===== src/rtl/load_store_unit.sv =====
// Load/store unit: byte/half/word accesses onto a word-addressed memory, with
// read-modify-write for sub-word stores. Optional macro: LSU_MISALIGN_TRAP_EN.
module load_store_unit #(
  parameter int unsigned ADDR_LIMIT_BITS = 18
) (
  input  logic        clk,
  input  logic        rst_n,
  input  logic        req_valid,
  output logic        req_ready,
  input  logic        req_we,
  input  logic [1:0]  req_size,
  input  logic        req_unsigned,
  input  logic [31:0] req_addr,
  input  logic [31:0] req_wdata,
  output logic        rsp_valid,
  input  logic        rsp_ready,
  output logic [31:0] rsp_rdata,
  output logic        rsp_err,
  output logic        mem_read,
  output logic        mem_write,
  output logic [31:0] mem_addr,
  output logic [31:0] mem_wdata,
  input  logic [31:0] mem_rdata
);

  typedef enum logic [2:0] {IDLE, LD_RD, LD_CAP, ST_RD, ST_WR, RESP} state_t;

  state_t      state_q, state_d;
  logic [31:0] addr_q, addr_d;
  logic [1:0]  size_q, size_d;
  logic        uns_q, uns_d;
  logic [31:0] wdata_q, wdata_d;
  logic [31:0] rdata_q, rdata_d;
  logic        err_q, err_d;

  logic        req_misalign;
  logic        req_err;
  logic [31:0] align_mask;
  logic [4:0]  lane_sh;
  logic [31:0] lane_data;
  logic [31:0] ld_ext;
  logic [31:0] st_mask;
  logic [31:0] st_merged;

  always_comb begin
    req_misalign = ((req_size == 2'b01) && req_addr[0]) ||
                   ((req_size == 2'b10) && (req_addr[1:0] != 2'b00));
`ifdef LSU_MISALIGN_TRAP_EN
    align_mask = '1;
    req_err    = (req_size == 2'b11) || ((req_addr >> ADDR_LIMIT_BITS) != '0) || req_misalign;
`else
    // Without trapping, misaligned halves/words are silently rounded down.
    unique case (req_size)
      2'b01:   align_mask = 32'hFFFF_FFFE;
      2'b10:   align_mask = 32'hFFFF_FFFC;
      default: align_mask = '1;
    endcase
    req_err = (req_size == 2'b11) || ((req_addr >> ADDR_LIMIT_BITS) != '0) ||
              (req_misalign && 1'b0);
`endif
  end

  // addr_q is already aligned, so one byte-granular shift serves bytes and halves.
  assign lane_sh   = {addr_q[1:0], 3'b000};
  assign lane_data = mem_rdata >> lane_sh;

  always_comb begin
    unique case (size_q)
      2'b00:   ld_ext = {{24{~uns_q & lane_data[7]}}, lane_data[7:0]};
      2'b01:   ld_ext = {{16{~uns_q & lane_data[15]}}, lane_data[15:0]};
      default: ld_ext = mem_rdata;
    endcase
    st_mask   = (size_q == 2'b00) ? (32'h0000_00FF << lane_sh) : (32'h0000_FFFF << lane_sh);
    st_merged = (mem_rdata & ~st_mask) | ((wdata_q << lane_sh) & st_mask);
  end

  always_comb begin
    state_d   = state_q;
    addr_d    = addr_q;
    size_d    = size_q;
    uns_d     = uns_q;
    wdata_d   = wdata_q;
    rdata_d   = rdata_q;
    err_d     = err_q;
    mem_read  = 1'b0;
    mem_write = 1'b0;
    mem_wdata = '0;
    unique case (state_q)
      IDLE: begin
        if (req_valid) begin
          addr_d  = req_addr & align_mask;
          size_d  = req_size;
          uns_d   = req_unsigned;
          wdata_d = req_wdata;
          rdata_d = '0;
          err_d   = req_err;
          if (req_err)               state_d = RESP;
          else if (!req_we)          state_d = LD_RD;
          else if (req_size == 2'b10) state_d = ST_WR;
          else                       state_d = ST_RD;
        end
      end
      LD_RD: begin
        mem_read = 1'b1;
        state_d  = LD_CAP;
      end
      LD_CAP: begin
        rdata_d = ld_ext;
        state_d = RESP;
      end
      ST_RD: begin
        mem_read = 1'b1;
        state_d  = ST_WR;
      end
      ST_WR: begin
        mem_write = 1'b1;
        mem_wdata = (size_q == 2'b10) ? wdata_q : st_merged;
        state_d   = RESP;
      end
      RESP: begin
        if (rsp_ready) state_d = IDLE;
      end
      default: state_d = IDLE;
    endcase
  end

  always_ff @(posedge clk or negedge rst_n) begin
    if (!rst_n) begin
      state_q <= IDLE;
      addr_q  <= '0;
      size_q  <= '0;
      uns_q   <= 1'b0;
      wdata_q <= '0;
      rdata_q <= '0;
      err_q   <= 1'b0;
    end else begin
      state_q <= state_d;
      addr_q  <= addr_d;
      size_q  <= size_d;
      uns_q   <= uns_d;
      wdata_q <= wdata_d;
      rdata_q <= rdata_d;
      err_q   <= err_d;
    end
  end

  assign req_ready = (state_q == IDLE);
  assign rsp_valid = (state_q == RESP);
  assign rsp_err   = rsp_valid & err_q;
  assign rsp_rdata = rsp_valid ? rdata_q : '0;
  assign mem_addr  = {2'b00, addr_q[31:2]};

endmodule


===== config.mk =====
export PLATFORM = sky130hd
export DESIGN_NAME = load_store_unit
export DESIGN_NICKNAME = d
export VERILOG_FILES = /design/src/rtl/load_store_unit.sv
export SDC_FILE = /design/constraint.sdc
export NUM_CORES = 1
export LEC_CHECK = 0
export ABC_AREA = 1
export CELL_PAD_IN_SITES_DETAIL_PLACEMENT = 1
export CELL_PAD_IN_SITES_GLOBAL_PLACEMENT = 1
export CORE_ASPECT_RATIO = 0.8
export CORE_MARGIN = 10
export CORE_UTILIZATION = 29
export DETAILED_ROUTE_END_ITERATION = 12
export PLACE_DENSITY_LB_ADDON = 0.1
export SLEW_MARGIN = 20
export SYNTH_ARGS = -nofsm -noshare
export SYNTH_HDL_FRONTEND = slang
export SYNTH_SLANG_ARGS = --single-unit

===== constraint.sdc =====
create_clock -name clk -period 1.52 [get_ports clk]
set_input_delay 0.304 -clock clk [delete_from_list [all_inputs] [get_ports clk]]
set_output_delay 0.304 -clock clk [all_outputs]
set_load 0.02 [all_outputs]

==> flow_summary.toml, run 1 <==
[run_status]
outcome = "complete, but fails checks"
violations = "negative setup slack"

[timing]
rsz0062_at_grt = "yes"
hold_viol = 0
setup_viol = 168
fin_crit_sh_pct = 151
final.min_clock_period_ns = 2.29
holdWs_ns = 0.441
fmax_mhz = 436
final.setup.tns_ns = -65.01
slew_viol_final = 0
setup_ws_ns = -0.773
skew_ns = 0.00592

[place]
place.gp.congestion = 0.845
numPortBuffers = 202
pre_cts_slack_ns = -0.863
dpl.hpwl_mm = 21.0
dpl_cell_area_mm2 = 0.00970

[critical_path]
end_kind = "output port"
critPathMaxStageDelay_ns = 0.42
cpMaxStageDelayCell = "dfrtp_1"
worstSetupPathType = "register to output port"
path_common_cell = "buf_6"
required_ns = 1.22
worst_setup_path_start_kind = "register"
path_cells = "nor2_4 -> buf_6 -> buf_6 -> nor2_4 -> nor2_4 -> buf_6 -> nor3_2 -> nor2_1 -> nor2_2 -> buf_6"
cp_max_fo = 6
cp.arrival_ns = 1.99

[clock_tree]
clk_pin_slew_ns = 0.09
clk_latency_ns = 0.37
cts-htree-levels = 3
clock_sinks = 103
cts_buffers = 9
clock-root-buffer = "clkbuf_16"
cts_buffer_depth = 2
cts_tree = "yes"

[drt]
viasPerCell = 5.05
drt-pass1-iter-count = 7
route.detailed.drc = 0
ant_nets = 0
routed_wl_mm = 36.3
drt_iter0_markers = 533
wire_per_inst_um = 23.0
dr_total_vias = 7966

[floorplan]
io_pins = 205
core_area_mm2 = 0.0209
dieArea_mm2 = 0.0278
die_x_um = 184
die_h_um = 151
start_util_pct = 29.8
rows = 47

[run]
cap_viol_max_count = 0

[worst_hold_path]
hp-class = "primary input to async pin"

[synthesis]
avgSynthCellArea_um2 = 6.67
syn_area_mm2 = 0.00625
seq_area_frac_synth_pct = 41.3
yosysWarnings = 0
yosysUniqueCellTypes = 27
syn_inst = 937
synth-seq-cells = 103

[power]
leakage_nw = 6.29
p_per_area_mw_per_mm2 = 2210
ir_worst_vdd_v = 0.000987

[finish]
drive_gt1_share_pct = 48.9
syn_to_final_growth_pct = 105
nNetsFinal = 1411
fin_area_mm2 = 0.0128
diodes = 0
fin_util_pct = 61.2

[grt]
track_usage_pct = 21.1
overflow = 0
grt_pass1_vias = 7968
antenna_found_initial = 0
grt_first_pass_wirelength_mm = 45.8
grt_max_degree = 61
==> path summary, 6_finish.rpt <==
check	start	endpoint	slack, ns	cells after the start
worst max-delay path	size_q[0]$_DFFE_PN0P_	mem_wdata[21]	-0.77	10
min in group clk	req_addr[15]	addr_q[15]$_DFFE_PN0P_	0.46	3
worst min register to register	rdata_q[15]$_DFFE_PN0P_	rdata_q[15]$_DFFE_PN0P_	0.48	2
worst max register to register	addr_q[0]$_DFFE_PN0P_	rdata_q[26]$_DFFE_PN0P_	-0.47	13
worst min-delay path	rst_n	addr_q[10]$_DFFE_PN0P_	0.44	3
max in group asynchronous	rst_n	state_q[2]$_DFFE_PN0P_	0.69	3
==> synth_stat cells <==
cell,instances,share of area [%]
buf_4,35,4.2
dfrtp_1,103,41
nor2_1,84,5.0
o21ai_1,3,0.24
o21bai_1,1,0.12
inv_1,104,6.2
a21oi_4,1,0.26
nor2_2,3,0.30
clkinv_1,1,0.060
nor2_4,3,0.54
nand4_1,1,0.10
nand3b_1,2,0.24
o211ai_1,8,0.96
inv_2,1,0.060
nand2_2,4,0.40
buf_1,2,0.12
buf_2,14,1.1
inv_4,1,0.10
clkbuf_1,23,1.4
nand3_1,7,0.56
nand2_1,345,21
nor3_1,11,0.88
o21ai_0,109,8.7
ha_1,3,0.60
a21oi_1,64,5.1
buf_6,3,0.54
conb_1,1,0.060
==> where the power goes <==
| part | internal [W] | total [W] | switching (W) | leakage [nW] |
|---|---|---|---|---|
| clock | 0.00132 | 0.00260 | 0.00128 | 0.151 |
| combinational | 0.00935 | 0.0210 | 0.0116 | 4.81 |
| sequential | 0.00390 | 0.00475 | 0.000850 | 1.32 |
| total | 0.0146 | 0.0283 | 0.0138 | 6.29 |
==> critical path: cells and delay by family (launching register included) <==
| kind | cells | cell delay, ns |
|---|---|---|
| buffers and inverters | 4 | 0.55 |
| DFF | 1 | 0.42 |
| and+or+nand+nor | 6 | 0.65 |
==> placed cells by master (no fill, tap or decap), types with 3 or more instances in the layout <==
| cell | n |
|---|---|
| inv_6 | 3 |
| o211ai_1 | 8 |
| nor3_2 | 4 |
| nor3_1 | 3 |
| buf_16 | 5 |
| inv_4 | 7 |
| o21ai_1 | 35 |
| dfrtp_2 | 4 |
| dfrtp_1 | 99 |
| ha_1 | 3 |
| a21oi_4 | 11 |
| nand2_4 | 66 |
| nand2_1 | 191 |
| a21oi_2 | 12 |
| nand3_1 | 3 |
| a21oi_1 | 42 |
| nor2_2 | 11 |
| inv_2 | 10 |
| nor2_1 | 34 |
| buf_4 | 136 |
| inv_8 | 4 |
| clkbuf_16 | 24 |
| buf_8 | 7 |
| nand2_8 | 3 |
| o21ai_4 | 11 |
| clkdlybuf4s50_1 | 102 |
| inv_1 | 87 |
| dlygate4sd2_1 | 30 |
| buf_12 | 25 |
| nand2_2 | 89 |
| buf_6 | 107 |
| nor3_4 | 4 |
| o21ai_0 | 26 |
| nor2_4 | 46 |
| o21ai_2 | 40 |
==> stage by stage <==
stage / total power, W / instances
3_5_place_dp: 0.0178 / 1474
4_1_cts: 0.0232 / 1534
3_3_place_gp: 0.0176 / 1474
2_1_floorplan: 0.0123 / 938
6_report: 0.0283 / 1578
5_1_grt: 0.0298 / 1578
==> cell type report <==
class / instances / area (um2)
clock buffer: 9 / 225
clock inverter: 7 / 86.3
fill: 2402 / 8120
inverter: 107 / 450
multi-input combinational: 652 / 4460
sequential: 103 / 2580
tap: 269 / 337
timing repair buffer: 429 / 4640
timing repair inverter: 2 / 36.3
==> layer usage <==
layer | up-vias | share of wire [%] | global-route usage, %
li1 | 3636 | - | -
met1 | 3974 | 41 | 26.8
met2 | 281 | 50 | 35.0
met3 | 75 | 6.1 | 5.03
met4 | 0 | 2.9 | 6.26
met5 | - | 0 | 0
==> cells by family (layout without fill, tap and decap cells) <==
logic type | Yosys count | count (layout) | share of synthesized area (%)
adder cells (fa/ha/maj) | 3 | 3 | 0.601
flip-flops | 103 | 103 | 41.3
AO/OA/AOI/OAI | 186 | 186 | 15.4
other | 1 | 2 | 0.0600
AND/OR/NAND/NOR | 460 | 461 | 28.8
buffers and inverters | 184 | 554 | 13.8
==> repair_timing <==
| action | 4_1_cts | 5_1_grt |
|---|---|---|
| buffers inserted | 39 | 30 |
| hold buffers | 1 | 0 |
| endpoints found under the setup margin | 199 | 171 |
| gates resized for setup | 596 | 373 |
| cloned | 7 | 21 |
| pin swaps | 37 | 85 |
| endpoints found under the hold margin | 98 | 0 |
==> sequential cells by signal (all words and copies together), names as in the netlist <==
register	flops
addr_q	32
err_q	1
rdata_q	32
size_q	2
state_q	3
uns_q	1
wdata_q	32
Note: power is estimated with default switching activity, not from simulation.
==> run 2, diff against run 1 <==
--- a/config.mk
+++ b/config.mk
@@ -11,6 +11,7 @@
 export CORE_ASPECT_RATIO = 0.8
 export CORE_MARGIN = 10
 export CORE_UTILIZATION = 29
+export CTS_CLUSTER_SIZE = 8
 export DETAILED_ROUTE_END_ITERATION = 12
 export PLACE_DENSITY_LB_ADDON = 0.1
 export SLEW_MARGIN = 20
==> results of run 2 <==
Final layout, timing and power as in run 1 (identical DEF).
==> run 3, diff against run 2 <==
--- a/config.mk
+++ b/config.mk
@@ -10,7 +10,7 @@
 export CELL_PAD_IN_SITES_GLOBAL_PLACEMENT = 1
 export CORE_ASPECT_RATIO = 0.8
 export CORE_MARGIN = 10
-export CORE_UTILIZATION = 29
+export CORE_UTILIZATION = 32
 export CTS_CLUSTER_SIZE = 8
 export DETAILED_ROUTE_END_ITERATION = 12
 export PLACE_DENSITY_LB_ADDON = 0.1
==> constraint.sdc (replaced) <==
create_clock -name clk -period 2.6 [get_ports clk]
set_input_delay 0.52 -clock clk [delete_from_list [all_inputs] [get_ports clk]]
set_output_delay 0.52 -clock clk [all_outputs]
set_load 0.02 [all_outputs]
==> flow_summary.toml, run 3 (synthesis gave the netlist of run 1 again) <==
[run_status]
outcome = "complete, but fails checks"
violations = "negative setup slack"

[timing]
slew_viol_final = 0
slew_headroom_pct = 49.1
setup_ws_ns = -0.0251
skew_ns = 0.00892
fmax_mhz = 381
final.min_clock_period_ns = 2.63
rsz0062_at_grt = "yes"
fin_crit_sh_pct = 101
setup_viol = 1
hold_viol = 0
worst_pin_slew_ns = 0.762

[drt]
drt-pass1-iter-count = 5
dr_total_vias = 6737
viasPerCell = 4.75
drt_iter0_markers = 347
route.detailed.drc = 0
routed_wl_mm = 25.9
wire_per_inst_um = 18.2
ant_nets = 0

[floorplan]
core_area_mm2 = 0.0191
dieArea_mm2 = 0.0255
io_pins = 205
die_x_um = 176
die_h_um = 145
start_util_pct = 32.7
rows = 45

[grt]
grt_first_pass_wirelength_mm = 39.9
grt_busiest_layer = "met2"
met2_usage_pct = 30.7
global_route.usage.met3_pct = 5.83
overflow = 0
met1_usage_pct = 25.3
track_usage_pct = 19.4
grt_max_degree = 63
antenna_found_initial = 2
grt_pass1_vias = 7103

[power]
leakage_nw = 4.66
ir_worst_vdd_v = 0.000481
p_per_area_mw_per_mm2 = 1190

[critical_path]
cp_max_fo = 18
cpMaxStageDelayCell = "dfrtp_1"
path_common_cell = "buf_6"
cpLargestDelayFamily = "simple AND/OR/NAND/NOR gates"
required_ns = 2.08
worst_setup_path_start_kind = "register"
reg2reg_slack_ns = 0.65
r2r-start = "state_q[2]$_DFFE_PN0P_"
critPathMaxStageDelay_ns = 0.42
path_cells = "buf_12 -> inv_6 -> buf_6 -> nor2_4 -> nand2_1 -> o21ai_0 -> nor3_1 -> nor2_1 -> nor2_2 -> buf_6"
critPathLaunch = "addr_q[0]$_DFFE_PN0P_"
worstSetupPathType = "register to output port"
end_kind = "output port"
crit_buf_inv = 4
cp.arrival_ns = 2.11

[clock_tree]
clock-root-buffer = "clkbuf_16"
cts-htree-levels = 3
cts_buffer_depth = 2
cts_tree = "yes"
clk_pin_slew_ns = 0.07
cts_buffers = 9
clock_sinks = 103
clk_latency_ns = 0.36

[place]
pre_cts_slack_ns = -0.133
place.gp.congestion = 0.842
dpl_cell_area_mm2 = 0.00871
numPortBuffers = 202
dpl.hpwl_mm = 19.4

[finish]
top_regs = "addr_q x32, rdata_q x32, wdata_q x32"
final_cell_mix = "nand2_1 (345), clkdlybuf4s50_1 (135), inv_1 (102), dfrtp_1 (101), o21ai_0 (88)"
nNetsFinal = 1262
drive_gt1_share_pct = 13.6
nFillCells = 2426
seqCellArea_mm2 = 0.00258
multiInputGateArea_mm2 = 0.00290
final_common_cell = "nand2_1"
fin_area_mm2 = 0.00911
syn_to_final_growth_pct = 45.8
fin_util_pct = 47.7

[run]
cap_viol_max_count = 0

[worst_hold_path]
hp-class = "primary input to async pin"
-- run 3: metal layers --
layer | share of wire, % | routed length [um]
met1 | 45 | 11700
met2 | 46 | 11900
met5 | 0.043 | 11
met4 | 1.6 | 403
met3 | 7.1 | 1850
-- run 3: final timing paths --
kind	depth (start not counted)	to
worst max-delay path	10	mem_wdata[23]
worst min-delay path	1	addr_q[9]$_DFFE_PN0P_
worst max register to register	8	rdata_q[29]$_DFFE_PN0P_
worst min register to register	2	addr_q[17]$_DFFE_PN0P_
max in group asynchronous	3	addr_q[21]$_DFFE_PN0P_
min in group clk	2	addr_q[17]$_DFFE_PN0P_
-- run 3: final cells by class --
| type | instances | share of cell area [%] |
|---|---|---|
| flip-flops and latches | 103 | 28.3 |
| clock inverters | 6 | 0.591 |
| repair buffers | 281 | 28.4 |
| repair inverters | 1 | 0.0824 |
| diodes | 1 | 0.0275 |
| multi-input cells | 652 | 31.8 |
| clock buffers | 10 | 2.62 |
| well taps | 258 | 3.54 |
| inverters | 107 | 4.53 |
-- run 3: stage by stage --
step	total power, W	hold WS [ns]	TNS [ns]	instances
after floorplan	0.00654	0.224	0	938
after global placement	0.00907	0.461	-0.932	1390
after detailed placement	0.00921	0.466	-0.833	1390
after CTS	0.0106	0.0923	-0.141	1413
after global routing	0.0117	0.115	-0.259	1418
final	0.0109	0.0862	-0.0251	1419
-- run 3: power breakdown --
part	total (W)	switching [W]	internal [W]	leakage, nW
Combinational	0.00672	0.00417	0.00255	3.20
Clock	0.00139	0.000697	0.000693	0.135
Sequential	0.00274	0.000469	0.00227	1.32
-- run 3: what timing repair did --
item / CTS / global route
setup buffers: 5 / 5
cloned: 2 / 1
endpoints found under the setup margin: 65 / 33
resized for setup: 121 / 91
hold buffers: 0 / 0
pin swaps: 2 / 6
==> RTL edit 1 (settings of run 2) <==
The option `LSU_MISALIGN_TRAP_EN` is turned on by a define.
--- a/src/rtl/load_store_unit.sv
+++ b/src/rtl/load_store_unit.sv
@@ -1,4 +1,6 @@
 // Load/store unit: byte/half/word accesses onto a word-addressed memory, with
 // read-modify-write for sub-word stores. Optional macro: LSU_MISALIGN_TRAP_EN.
+`define LSU_MISALIGN_TRAP_EN
+
 module load_store_unit #(
   parameter int unsigned ADDR_LIMIT_BITS = 18
Formal check against the unedited RTL: not equivalent (Yosys sat finds a counterexample within 4 cycles, from zero or initial values and one cycle with rst_n low).
==> RTL edit 1 against run 2 <==
- the run still ends with negative setup slack left
- worst hold slack lost 160 ps
- fmax up 2.3%
- sequential cell count unchanged
- highest routed layer unchanged
- cell count decreased by 2.3%
- critical path type unchanged
- worst setup slack improved by 51 ps
- cell area fell by 3.0%
- routed wire length shrank 5.1%
- power fell by 1.2%
- synthesized area up 0.76%
==> RTL edit 1: results <==
export IMPL_fin_tns_setup_ps=-72490
export IMPL_synth_cells=906
export IMPL_drtIter0Drc=497
export IMPL_violations="negative setup slack"
export IMPL_arrival_ps=1940
export IMPL_p_leak_nw=5.98
export IMPL_status="complete, but fails checks"
export IMPL_synthTopCellsByArea="dfrtp_1 41%, nand2_1 18%, o21ai_0 8.5%"
export IMPL_wl_per_cell_um=22.3
export IMPL_place_inst=1458
export IMPL_grt_max_degree=48
export IMPL_fin_ws_ps=-721
export IMPL_grt_pass1_wl_mm=43.7
export IMPL_whs_ps=283
export IMPL_peakVddDrop_mv=1.25
export IMPL_place_gp_congestion=0.874
export IMPL_synth_distinct_cells=36
export IMPL_skew_ps=8.27
export IMPL_grt_usage=0.202
export IMPL_p_int_mw=14.5
export IMPL_first_global_vias=7521
export IMPL_synth_common_cells="295 x nand2_1, 107 x o21ai_0, 103 x dfrtp_1"
export IMPL_first_pass_iters=4
export IMPL_vias=7654
export IMPL_viasPerCell=4.97
export IMPL_setup_violations=172
export IMPL_rrSetupSlack_ps=-450
export IMPL_drive_gt1_frac=0.472
## RTL edit 1: cell count changes in the layout (fill, tap and decap cells not counted), sizes merged, moves of 4 or more
| cell | before | now |
|---|---|---|
| buf | 281 | 269 |
| o211ai | 8 | 24 |
| o21ai | 112 | 116 |
| clkinv | 1 | 5 |
| nor3 | 11 | 7 |
| nor2 | 91 | 79 |
| a21oi | 65 | 61 |
| a211oi | 0 | 7 |
| nand3 | 7 | 14 |
| nand2 | 349 | 300 |
## RTL edit 1: kinds of logic after synthesis
| group | after synthesis | share of synthesized area |
|---|---|---|
| AO/OA/AOI/OAI | 209 | 0.184 |
| buffers and inverters | 189 | 0.142 |
| flip-flops | 103 | 0.409 |
| other | 1 | 0.000596 |
| AND/OR/NAND/NOR | 404 | 0.265 |
## RTL edit 1: per-layer routing
| metal | global-route usage | wire length, µm |
|---|---|---|
| met1 | 0.277 | 15700 |
| met2 | 0.315 | 16100 |
| met3 | 0.0467 | 2070 |
| met5 | 0 | 0 |
| met4 | 0.0499 | 521 |
## RTL edit 1: worst max-delay path, cell delays in order (launching register included)
cell	delay [ps]
dfrtp_1	410
buf_6	130
inv_4	30
nor2_4	110
buf_12	150
inv_8	60
bufbuf_16	270
o211ai_1	180
inv_1	80
buf_6	130
## RTL edit 1: final cells by class
class                           count  area (µm²)
Multi-Input combinational cell    616        4180
Fill cell                        2490        9010
Inverter                          112         493
Tap cell                          275         344
Timing Repair inverter              1        6.26
Clock buffer                        9         225
Clock inverter                      7         111
Sequential cell                   103        2580
Timing Repair Buffer              418        4490
## RTL edit 1: how the worst max path moves through the flow
stage / cells past startpoint / to / slack (ps) / start
global route: 8 / mem_wdata[28] / -800 / addr_q[0]
global placement: 7 / mem_wdata[16] / -900 / mem_rdata[16]
CTS: 8 / mem_wdata[25] / -700 / size_q[1]
floorplan: 10 / mem_wdata[16] / -170 / addr_q[1]
finish: 9 / mem_wdata[27] / -720 / size_q[1]
detailed placement: 7 / mem_wdata[16] / -930 / mem_rdata[16]
## RTL edit 1: per-stage QoR
step | util | cell area, µm²
floorplan | - | 6490
finish | 0.580 | 12400
CTS | 0.493 | 10600
global placement | 0.452 | 9690
global route | 0.580 | 12400
detailed placement | 0.452 | 9690
## RTL edit 1: repair_timing
item | 4_1_cts | 5_1_grt
hold buffers | 1 | 0
setup buffers | 21 | 26
gates cloned | 3 | 22
endpoints found under the setup margin | 199 | 171
pin swaps | 34 | 37
gates resized for setup | 566 | 358
endpoints found under the hold margin | 79 | 0
## RTL edit 1: power groups by stage
stage / sequential (mW) / combinational [mW] / clock, mW
final: 4.63 / 20.6 / 2.77
after global routing: 4.75 / 21.8 / 2.95
after CTS: 4.42 / 16.1 / 2.83
after detailed placement: 4.46 / 14.0 / 0
after global placement: 4.42 / 13.9 / 0
after floorplan: 4.36 / 7.83 / 0
==> RTL edit 2 (flow settings as in run 2) <==
Made on the original files. Register the output `rsp_err`; this adds one clock of latency there. The other outputs are not delayed to match.
--- a/src/rtl/load_store_unit.sv
+++ b/src/rtl/load_store_unit.sv
@@ -147,5 +147,7 @@
   assign req_ready = (state_q == IDLE);
   assign rsp_valid = (state_q == RESP);
-  assign rsp_err   = rsp_valid & err_q;
+  always_ff @(posedge clk) begin
+    rsp_err <= rsp_valid & err_q;
+  end
   assign rsp_rdata = rsp_valid ? rdata_q : '0;
   assign mem_addr  = {2'b00, addr_q[31:2]};
Check against the original RTL: not equivalent (Yosys sat finds a counterexample within 4 cycles, from zero or initial values and one cycle with rst_n low).
==> RTL edit 2 against run 2 <==
- the run still ends with negative setup slack left
- clock skew is 2.3 ps higher
- synthesized area is 0.32% higher
- register-to-register slack better by 50 ps
- routed wire length is 0.69% lower
- power is 1.9% higher
- cell area is 1.5% higher
- critical path depth is 3 lower
- worst setup slack worse by 15 ps
- cell count is 0.38% higher
- sequential cell count is 1 higher
- critical path type unchanged
- critical endpoint is now mem_wdata[16]
- largest power group unchanged
==> RTL edit 2: results <==
export IMPL_wl_per_cell_um=22.7
export IMPL_first_pass_iters=5
export IMPL_place_gp_congestion=0.820
export IMPL_cts_max_level=3
export IMPL_cts_repair_resized=594
export IMPL_grt_antenna_before_repair=1
export IMPL_rrSetupSlack_ps=-420
export IMPL_hp_class="in2async"
export IMPL_fin_tns_setup_ps=-68610
export IMPL_fin_nets=1410
export IMPL_crit_fanout=8
export IMPL_postCtsSetupBuffers=46
export IMPL_r2r_cells=12
export IMPL_peakVddDrop_mv=1.10
export IMPL_r2r_end="rdata_q[22]"
export IMPL_p_leak_nw=6.57
export IMPL_skew_ps=8.22
export IMPL_fin_ws_ps=-788
export IMPL_vias=7895
export IMPL_grt_pass1_wl_mm=46.7
export IMPL_violations="negative setup slack"
export IMPL_place_inst=1489
export IMPL_whs_ps=440
export IMPL_first_global_vias=7953
export IMPL_postSynthAreaPerCell_um2=6.68
export IMPL_placed_area_um2=9810
export IMPL_drtIter0Drc=452
export IMPL_status="complete, but fails checks"
export IMPL_nFillCells=2421
export IMPL_post_route_util=0.607
export IMPL_drive_gt1_frac=0.487
export IMPL_setup_violations=168
export IMPL_dp_hpwl_mm=21.2
export IMPL_synth_distinct_cells=28
export IMPL_yosysSeqAreaShare=0.414
export IMPL_synth_async_reset_ratio=0.990
export IMPL_pre_cts_ws_ps=-957
export IMPL_synthTopCellsByArea="dfrtp_1 41%, nand2_1 21%, o21ai_0 8.7%"
## RTL edit 2: cell types whose count changed after synthesis
cell	change
dfxtp_1	+1
## RTL edit 2: cell type report
type | instances | share of cell area
Clock buffer | 9 | 0.0173
Timing Repair Buffer | 427 | 0.375
Clock inverter | 7 | 0.00558
Multi-Input combinational cell | 652 | 0.338
Antenna cell | 1 | 0.000192
Tap cell | 275 | 0.0264
Timing Repair inverter | 2 | 0.00212
Sequential cell | 104 | 0.200
Inverter | 107 | 0.0358
## RTL edit 2: worst max path at each step
stage	slack, ps	cells past startpoint	from	endpoint
final	-790	7	size_q[0]	mem_wdata[16]
after global routing	-810	7	size_q[0]	mem_wdata[16]
after CTS	-650	9	addr_q[0]	mem_wdata[21]
after global placement	-870	7	addr_q[0]	mem_wdata[8]
after detailed placement	-960	8	addr_q[0]	mem_wdata[9]
after floorplan	-80	8	size_q[1]	mem_wdata[19]
## RTL edit 2: cells by family (layout without fill, tap and decap cells)
kind of cell             after synthesis  count (layout)  synth area share
adder cells (fa/ha/maj)                3               3           0.00599
AND/OR/NAND/NOR                      460             461             0.287
other                                  1               3          0.000598
AO/OA/AOI/OAI                        186             186             0.154
flip-flops                           104             104             0.414
buffers and inverters                184             552             0.138
## RTL edit 2: report_power, final
part	switching [mW]	leakage, nW	internal [mW]
Combinational	11.6	5.10	9.92
Sequential	0.958	1.33	3.93
Clock	1.31	0.143	1.16
## RTL edit 2: layer usage
layer / up-vias / global-route usage / wire length [µm] / share of wire
met1: 3965 / 0.280 / 15000 / 0.42
li1: 3618 / - / - / -
met4: 0 / 0.0695 / 873 / 0.024
met3: 48 / 0.0534 / 2170 / 0.060
met2: 264 / 0.356 / 18000 / 0.50
met5: - / 0 / 0 / 0
